--- src/rtl/qspi_pad_pkg.sv ---
// ---------------------------------------------------------------------------
// qspi_pad_pkg : shared reset values and request grouping for qspi_pad_if
// Revision 1.0
// ---------------------------------------------------------------------------
`default_nettype none

package qspi_pad_pkg;

  localparam int QSPI_MAX_LANES = 4;

  localparam logic PAD_CS_N_RST  = 1'b1;
  localparam logic PAD_CS_E_RST  = 1'b0;
  localparam logic PAD_SCK_RST   = 1'b0;
  localparam logic PAD_SCK_E_RST = 1'b0;

  typedef struct packed {
    logic                      cs_n;
    logic                      cs_e;
    logic                      sck;
    logic                      sck_e;
    logic [QSPI_MAX_LANES-1:0] sio_o;
    logic [QSPI_MAX_LANES-1:0] sio_e;
  } qspi_pad_req_t;

endpackage

`default_nettype wire

--- src/rtl/qspi_sync2.sv ---
// ---------------------------------------------------------------------------
// qspi_sync2 : parametrised-width two-flop synchroniser, async reset to 0
// Revision 1.0
// ---------------------------------------------------------------------------
`default_nettype none

module qspi_sync2 #(
  parameter int WIDTH = 1
) (
  input  logic             clk_i,
  input  logic             rst_ni,
  input  logic [WIDTH-1:0] d_i,
  output logic [WIDTH-1:0] q_o
);

  logic [WIDTH-1:0] s1_q;
  logic [WIDTH-1:0] s2_q;

  always_ff @(posedge clk_i or negedge rst_ni) begin
    if (!rst_ni) begin
      s1_q <= '0;
      s2_q <= '0;
    end else begin
      s1_q <= d_i;
      s2_q <= s1_q;
    end
  end

  assign q_o = s2_q;

endmodule

`default_nettype wire

--- src/rtl/qspi_pad_if.sv ---
// ---------------------------------------------------------------------------
// qspi_pad_if : registered QSPI pad shim with turnaround guard and read strobe
// Revision 1.0
// ---------------------------------------------------------------------------
`default_nettype none

module qspi_pad_if
  import qspi_pad_pkg::*;
#(
  parameter int LANES          = 4,
  parameter int SAMPLE_DLY_MAX = 3,
  parameter int TURN_GAP       = 1
) (
  input  logic                                CLK,
  input  logic                                RES_N,
  input  logic                                CS_N_I,
  input  logic                                CS_E_I,
  input  logic                                SCK_I,
  input  logic                                SCK_E_I,
  input  logic [LANES-1:0]                    SIO_O_I,
  input  logic [LANES-1:0]                    SIO_E_I,
  input  logic [$clog2(SAMPLE_DLY_MAX+1)-1:0] SAMPLE_DLY,
  input  logic                                TURN_CLR,
  output logic [LANES-1:0]                    SIO_I_O,
  output logic                                SIO_VLD,
  output logic                                TURN_VIOL,
  output logic                                PAD_CS_N,
  output logic                                PAD_CS_E,
  output logic                                PAD_SCK,
  output logic                                PAD_SCK_E,
  output logic [LANES-1:0]                    PAD_SIO_O,
  output logic [LANES-1:0]                    PAD_SIO_E,
  input  logic [LANES-1:0]                    PAD_SIO_I
);

  localparam int DW = $clog2(SAMPLE_DLY_MAX+1);
  localparam int SW = SAMPLE_DLY_MAX + 1;
  localparam int CW = (TURN_GAP > 0) ? $clog2(TURN_GAP+1) : 1;

  qspi_pad_req_t req;

  logic             cs_n_q, cs_e_q, sck_q, sck_e_q, sck_prev_q;
  logic [LANES-1:0] sio_o_q;
  logic [LANES-1:0] sio_e_q, sio_e_d;
  logic [LANES-1:0] supp;
  logic [DW-1:0]    dly_q, dly_d, dly_clamp;
  logic             ev, ev_q;
  logic [SW-1:0]    evsr_q;
  logic             tap;
  logic [LANES-1:0] s2;
  logic [LANES-1:0] sio_i_q, sio_i_d;
  logic             vld_q;
  logic             viol_q, viol_d;

  always_comb begin
    req              = '0;
    req.cs_n         = CS_N_I;
    req.cs_e         = CS_E_I;
    req.sck          = SCK_I;
    req.sck_e        = SCK_E_I;
    req.sio_o[LANES-1:0] = SIO_O_I;
    req.sio_e[LANES-1:0] = SIO_E_I;
  end

  // Per-lane dead-time counter: loaded on the pad enable fall, blocks re-enable while nonzero.
  for (genvar i = 0; i < LANES; i++) begin : g_lane
    logic [CW-1:0] gap_q, gap_d;

    always_comb begin
      gap_d = gap_q;
      if (gap_q != '0) gap_d = gap_q - 1'b1;
      if (sio_e_q[i] && !req.sio_e[i]) gap_d = CW'(TURN_GAP);
    end

    assign supp[i]    = req.sio_e[i] && (gap_q != '0);
    assign sio_e_d[i] = req.sio_e[i] && !supp[i];

    always_ff @(posedge CLK or negedge RES_N) begin
      if (!RES_N) gap_q <= '0;
      else        gap_q <= gap_d;
    end
  end

  always_comb begin
    dly_clamp = SAMPLE_DLY;
    if (int'(SAMPLE_DLY) > SAMPLE_DLY_MAX) dly_clamp = DW'(SAMPLE_DLY_MAX);
    dly_d = dly_q;
    if (cs_n_q && !req.cs_n) dly_d = dly_clamp;
  end

  assign ev      = sck_q && !sck_prev_q && sck_e_q && !cs_n_q;
  assign tap     = evsr_q[dly_q];
  assign sio_i_d = tap ? s2 : sio_i_q;
  assign viol_d  = (|supp) | (viol_q & ~TURN_CLR);

  qspi_sync2 #(
    .WIDTH(LANES)
  ) u_sync (
    .clk_i (CLK),
    .rst_ni(RES_N),
    .d_i   (PAD_SIO_I),
    .q_o   (s2)
  );

  always_ff @(posedge CLK or negedge RES_N) begin
    if (!RES_N) begin
      cs_n_q     <= PAD_CS_N_RST;
      cs_e_q     <= PAD_CS_E_RST;
      sck_q      <= PAD_SCK_RST;
      sck_e_q    <= PAD_SCK_E_RST;
      sck_prev_q <= PAD_SCK_RST;
      sio_o_q    <= '0;
      sio_e_q    <= '0;
      dly_q      <= '0;
      ev_q       <= 1'b0;
      evsr_q     <= '0;
      sio_i_q    <= '0;
      vld_q      <= 1'b0;
      viol_q     <= 1'b0;
    end else begin
      cs_n_q     <= req.cs_n;
      cs_e_q     <= req.cs_e;
      sck_q      <= req.sck;
      sck_e_q    <= req.sck_e;
      sck_prev_q <= sck_q;
      sio_o_q    <= req.sio_o[LANES-1:0];
      sio_e_q    <= sio_e_d;
      dly_q      <= dly_d;
      ev_q       <= ev;
      evsr_q     <= (evsr_q << 1) | SW'(ev_q);
      sio_i_q    <= sio_i_d;
      vld_q      <= tap;
      viol_q     <= viol_d;
    end
  end

  assign PAD_CS_N  = cs_n_q;
  assign PAD_CS_E  = cs_e_q;
  assign PAD_SCK   = sck_q;
  assign PAD_SCK_E = sck_e_q;
  assign PAD_SIO_O = sio_o_q;
  assign PAD_SIO_E = sio_e_q;
  assign SIO_I_O   = sio_i_q;
  assign SIO_VLD   = vld_q;
  assign TURN_VIOL = viol_q;

endmodule

`default_nettype wire

--- config.mk ---
export PLATFORM = sky130hd
export DESIGN_NAME = qspi_pad_if
export DESIGN_NICKNAME = d
export VERILOG_FILES = /design/src/rtl/qspi_pad_pkg.sv /design/src/rtl/qspi_sync2.sv /design/src/rtl/qspi_pad_if.sv
export SDC_FILE = /design/constraint.sdc
export NUM_CORES = 1
export LEC_CHECK = 0
export CAP_MARGIN = 20
export CORE_UTILIZATION = 39
export DETAILED_ROUTE_END_ITERATION = 12
export PLACE_DENSITY_LB_ADDON = 0.05
export SLEW_MARGIN = 10
export SYNTH_ARGS = -nofsm -noshare
export SYNTH_HDL_FRONTEND = slang
export SYNTH_SLANG_ARGS = --single-unit
export TNS_END_PERCENT = 100
--- constraint.sdc ---
create_clock -name CLK -period 1.5 [get_ports CLK]
set_clock_uncertainty 0.15 [all_clocks]
set_input_delay 0.3 -clock CLK [delete_from_list [all_inputs] [get_ports CLK]]
set_output_delay 0.3 -clock CLK [all_outputs]
set_load 0.005 [all_outputs]
# Word-level counts from Yosys, hierarchy flattened
# Cells that the tools add are included.
# W data, S select, Z words.
# word_totals
ff_bits,38
latch_bits,0
ramBits,0
rom_bits,0
in_bits,21
output_inout_bits,18
wordCells,66
n_memories,0
# classes
addsub,4
multipliers,0
div_mod_pow,0
n_lt_le_gt_ge,1
eq_ne,0
shifts,0
muxes,10
bitwise,4
reduce_logical,28
# op_table
operator,n
$logic_and A1 B1 Y1,16
$logic_not A1 Y1,11
$mux W1,9
$or A4 B1 Y4,1
$reduce_or A4 Y1,1
$sub A1 B1 Y1 const B,4
$lt A2 B3 Y1 const B,1
$bmux W1 S2,1
$and A1 B1 Y1,1
$not A1 Y1,1
$or A1 B1 Y1,1

# Logic depth before layout (Yosys ltp)
# depth
depth_word,4
ltp_mapped,2
depth_no_buf,2

# Hierarchy
# A second synthesis with hierarchy kept.
# hier_totals
hier_cells,59
area_unflattened_um2,1134.8
# modules_own_cells
mod,instances,cells_each,area_each_um2
qspi_pad_if,1,51,934.6
qspi_sync2,1,8,200.2

# Worst setup path before layout
# OpenSTA, ideal clock, no wires.
# synth_path
path_kind,reg-to-reg
start,register dly_q[0]
end,register sio_i_q[0] (netlist: SIO_I_O[0])
arrival_ns,1.173
required_time_ns,1.225
slack_ns,0.052
path_stages_with_launch,3
synth_period_minus_slack_ns,1.448
path_cell_list,dfrtp_1 mux4_2 mux2_2
# synth_via
elab_chain_cells,2
# synth_lines
item,line_no,text
from (decl),qspi_pad_if.sv:46,"logic [DW-1:0] dly_q, dly_d, dly_clamp;"
from (signal assigned),qspi_pad_if.sv:128,dly_q <= dly_d;
$bmux W1 S2,qspi_pad_if.sv:92,assign tap = evsr_q[dly_q];
$mux W1 (not written as such),qspi_pad_if.sv:92,
via tap,qspi_pad_if.sv:49,logic tap;
to (signal assigned),qspi_pad_if.sv:131,sio_i_q <= sio_i_d;
to (decl),qspi_pad_if.sv:51,"logic [LANES-1:0] sio_i_q, sio_i_d;"
# The timed path passes the listed nets, and every way through them passes these cells. The select of a mux whose other input is x is not followed.
# A chain may end at the register's enable or synchronous reset.

# Final worst setup path
# layout_path
start,register dly_q[0]
end,register sio_i_q[2] (netlist: SIO_I_O[2])
# Same word-level chain as after synthesis.

==> impl_metrics.csv <==
group,metric,value,unit
hold_path,hold_class,"reg2reg",
die,initial_utilization,41.2,%
pwr,p_leak,0.000780,µW
global_route,antenna_found_initial,0,
global_route,grt_pass1_vias,712,
timing,maxSlewHeadroom,71.1,%
timing,period_minus_slack,1.51,ns
clock_tree,cts.sinks,38,
timing,max_freq,661,MHz
place,port_buffers,38,
place,hpwlAfterDp,1220,µm
global_route,grt.overflow.total,0,
status,violations,"negative setup slack",
die,fp-row-count,19,
critical_path,cp_data_arrival_time,1.59,ns
critical_path,r2r_cells,2,
final_layout,layout.cells.non_filler,140,
synth,yosysUniqueCellTypes,9,
synth,synth.ff_latch_count,38,
global_route,grt_use_total,13.2,%
routing,antenna_left,0,
synth,async_reset_ff_share,100,%
pwr,intPower,1870,µW
routing,detail_route.vias_per_cell,4.52,
die,die_area,3130,µm²
synth,syn_area_per_cell,19.2,µm²
die,die_h,55.9,µm
final_layout,area_growth,47.0,%
clock_tree,cts_buffers,5,
place,dp_slack,-0.0552,ns
synth,synth-edff-count,0,
pwr,seq_power_share,50.7,%
routing,first_pass_iters,2,
critical_path,slowest_delay,0.58,ns
global_route,grt_pass1_wl,2970,µm
routing,vias,633,
timing,whs,0.204,ns
final_layout,stdcell_area,1670,µm²
hold_path,hold_start,"u_sync.s1_q[2]",
critical_path,critPathSlowestCell,"mux4_2",
critical_path,crit_cells,2,
timing,hold_viol_final,0,
synth,yosysMostFrequentCell,"dfrtp_1",
pwr,power.switching,432,µW
status,status,"complete, but fails checks",
critical_path,crit_end,"SIO_I_O[2]",
critical_path,critPathCaptureType,"flip-flop",
critical_path,critPathRequiredTime,1.57,ns
routing,drc,0,
critical_path,path_cells,"mux4_2, mux2_2",
die,core,2760,µm²
clock_tree,clk_pin_slew_worst_paths,0.11,ns
global_route,grt_max_degree,22,
clock_tree,cts_max_path_buffers,2,
job,cap_violations,0,
place,gp_congestion,0.709,
synth,synth_area_leaders,"dfrtp_1 (82%), mux2_2 (6.0%), nor2b_1 (5.0%)",
pwr,p_clk_share,37.9,%
die,ioPinCount,39,
clock_tree,insertion_delay,0.33,ns
synth,syn_nets,80,
pwr,powerDensity,1380,nW/µm²
synth,synthCells,59,
hold_path,whs_path_depth,0,
final_layout,fin_nets,129,
critical_path,start_kind,"flip-flop",
timing,setup_ws,-0.0121,ns
synth,yosysWarnings,0,
timing,drv_slew,0,
timing,finalSetupViolCount,4,
die,fp.dieW,55.9,µm
routing,wl,1720,µm
critical_path,setup.worst_path.start,"dly_q[0]",
synth,synth_area_leader_cell,"dfrtp_1",
final_layout,drive_above_1_share,19.3,%
synth,seq_area_frac_synth,83.9,%
synth,synth_ff_type,"dfrtp_1",
timing,worstMarginPinSlew,0.434,ns
critical_path,crit_buf_inv,0,
place,placed_area,1560,µm²
synth,synthTopCellsByCount,"dfrtp_1 (37), nor2b_1 (9), mux2_2 (6)",
critical_path,crit_fanout,5,
timing,period_share,101,%
critical_path,critPathKind,"reg2reg",
clock_tree,root_buffer,"clkbuf_4",
clock_tree,cts-htree-levels,2,
clock_tree,cts_tree,"done",
routing,drt_iter0_markers,7,
timing,rsz0062_at_grt,"yes",
synth,synth_top_area_share,81.6,%
pwr,switching_share,18.8,%
critical_path,cp_top_family,"multiplexers",
critical_path,regToRegSetupSlack,-0.01,ns
critical_path,reg2reg_from,"dly_q[0]",
final_layout,n_fill_cell,237,
final_layout,num_antenna_cells,0,
place,numPlacedInstances,130,
synth,netlist_area,1130,µm²
routing,detail_route.wl_per_cell,12.3,µm
pwr,ir_drop,0.00106,V
final_layout,fin_util,60.5,%
pwr,pwr-share-comb,11.3,%
critical_path,rr_endpoint,"SIO_I_O[2]",
-- per-stage QoR --
| step | power [µW] | TNS [ns] |
|---|---|---|
| after floorplan | 1270 | 0 |
| after global placement | 1500 | -0.0238 |
| after detailed placement | 1510 | -0.117 |
| after CTS | 2340 | -0.0879 |
| after global routing | 2400 | -0.174 |
| final | 2300 | -0.0332 |
-- timing repair --
action	CTS	global route
hold buffers	1	0
endpoints found under the hold margin	18	0
buffers inserted	1	0
endpoints found under the setup margin	22	5
gates resized for setup	21	1
-- worst min path at each step --
stage                          end
CTS                  u_sync.q_o[2]
global route        u_sync.s1_q[1]
global placement     u_sync.q_o[3]
floorplan                 PAD_CS_E
detailed placement   u_sync.q_o[3]
finish               u_sync.q_o[2]
-- state kept, by name, summed over array words and instances, names as in the netlist, 2 cells and up --
register,cells
dly_q,2
SIO_I_O,4
u_sync.q_o,4
evsr_q,4
g_lane.gap_q,4
u_sync.s1_q,4
PAD_SIO_E,4
PAD_SIO_O,4
-- cell usage in the layout, fill, tap and decap left out, drive strengths merged --
cell and instances:
dlygate4sd3 1, dlygate4sd2 16, mux2 6, clkdlybuf4s15 1, clkdlybuf4s50 19, mux4 1, nand2b 1, dfrtp 37
buf 5, clkbuf 6, dfstp 1, bufinv 2, nor2b 9, nor4bb 1, a22oi 2, nand3 1
-- worst register-to-register path, delay by kind of cell, from the launching register on --
family | cells | cell delay [ns]
flip-flops | 1 | 0.38
multiplexers | 2 | 0.88
-- layer usage --
layer	vias up	share of wire (%)	global-route usage, %
met2	26	47	20.0
met3	5	6.6	4.88
met4	0	2.7	10.5
met5	-	0	0
met1	310	43	15.1
li1	292	-	-
-- final cells by class --
type	instances	area (µm²)	share of cell area, %
tap	31	38.8	2.33
multi-input combinational	21	183	11.0
sequential	38	952	57.1
clock buffer	6	51.3	3.08
clock inverter	2	60.1	3.60
timing repair buffer	42	383	23.0
-- cell families after synthesis --
kind of cell	share of synthesized area, %
AND/OR/NAND/NOR	6.84
AO/OA/AOI/OAI	1.32
flip-flops	83.9
multiplexers	7.94
-- power by group through the flow --
| stage | sequential, µW | combinational (µW) | clock, µW |
|---|---|---|---|
| floorplan | 1200 | 75.0 | 0 |
| global placement | 1190 | 308 | 0 |
| detailed placement | 1190 | 313 | 0 |
| CTS | 1170 | 267 | 903 |
| global route | 1180 | 282 | 938 |
| finish | 1170 | 261 | 872 |
Power figures use the tool's default switching activity.
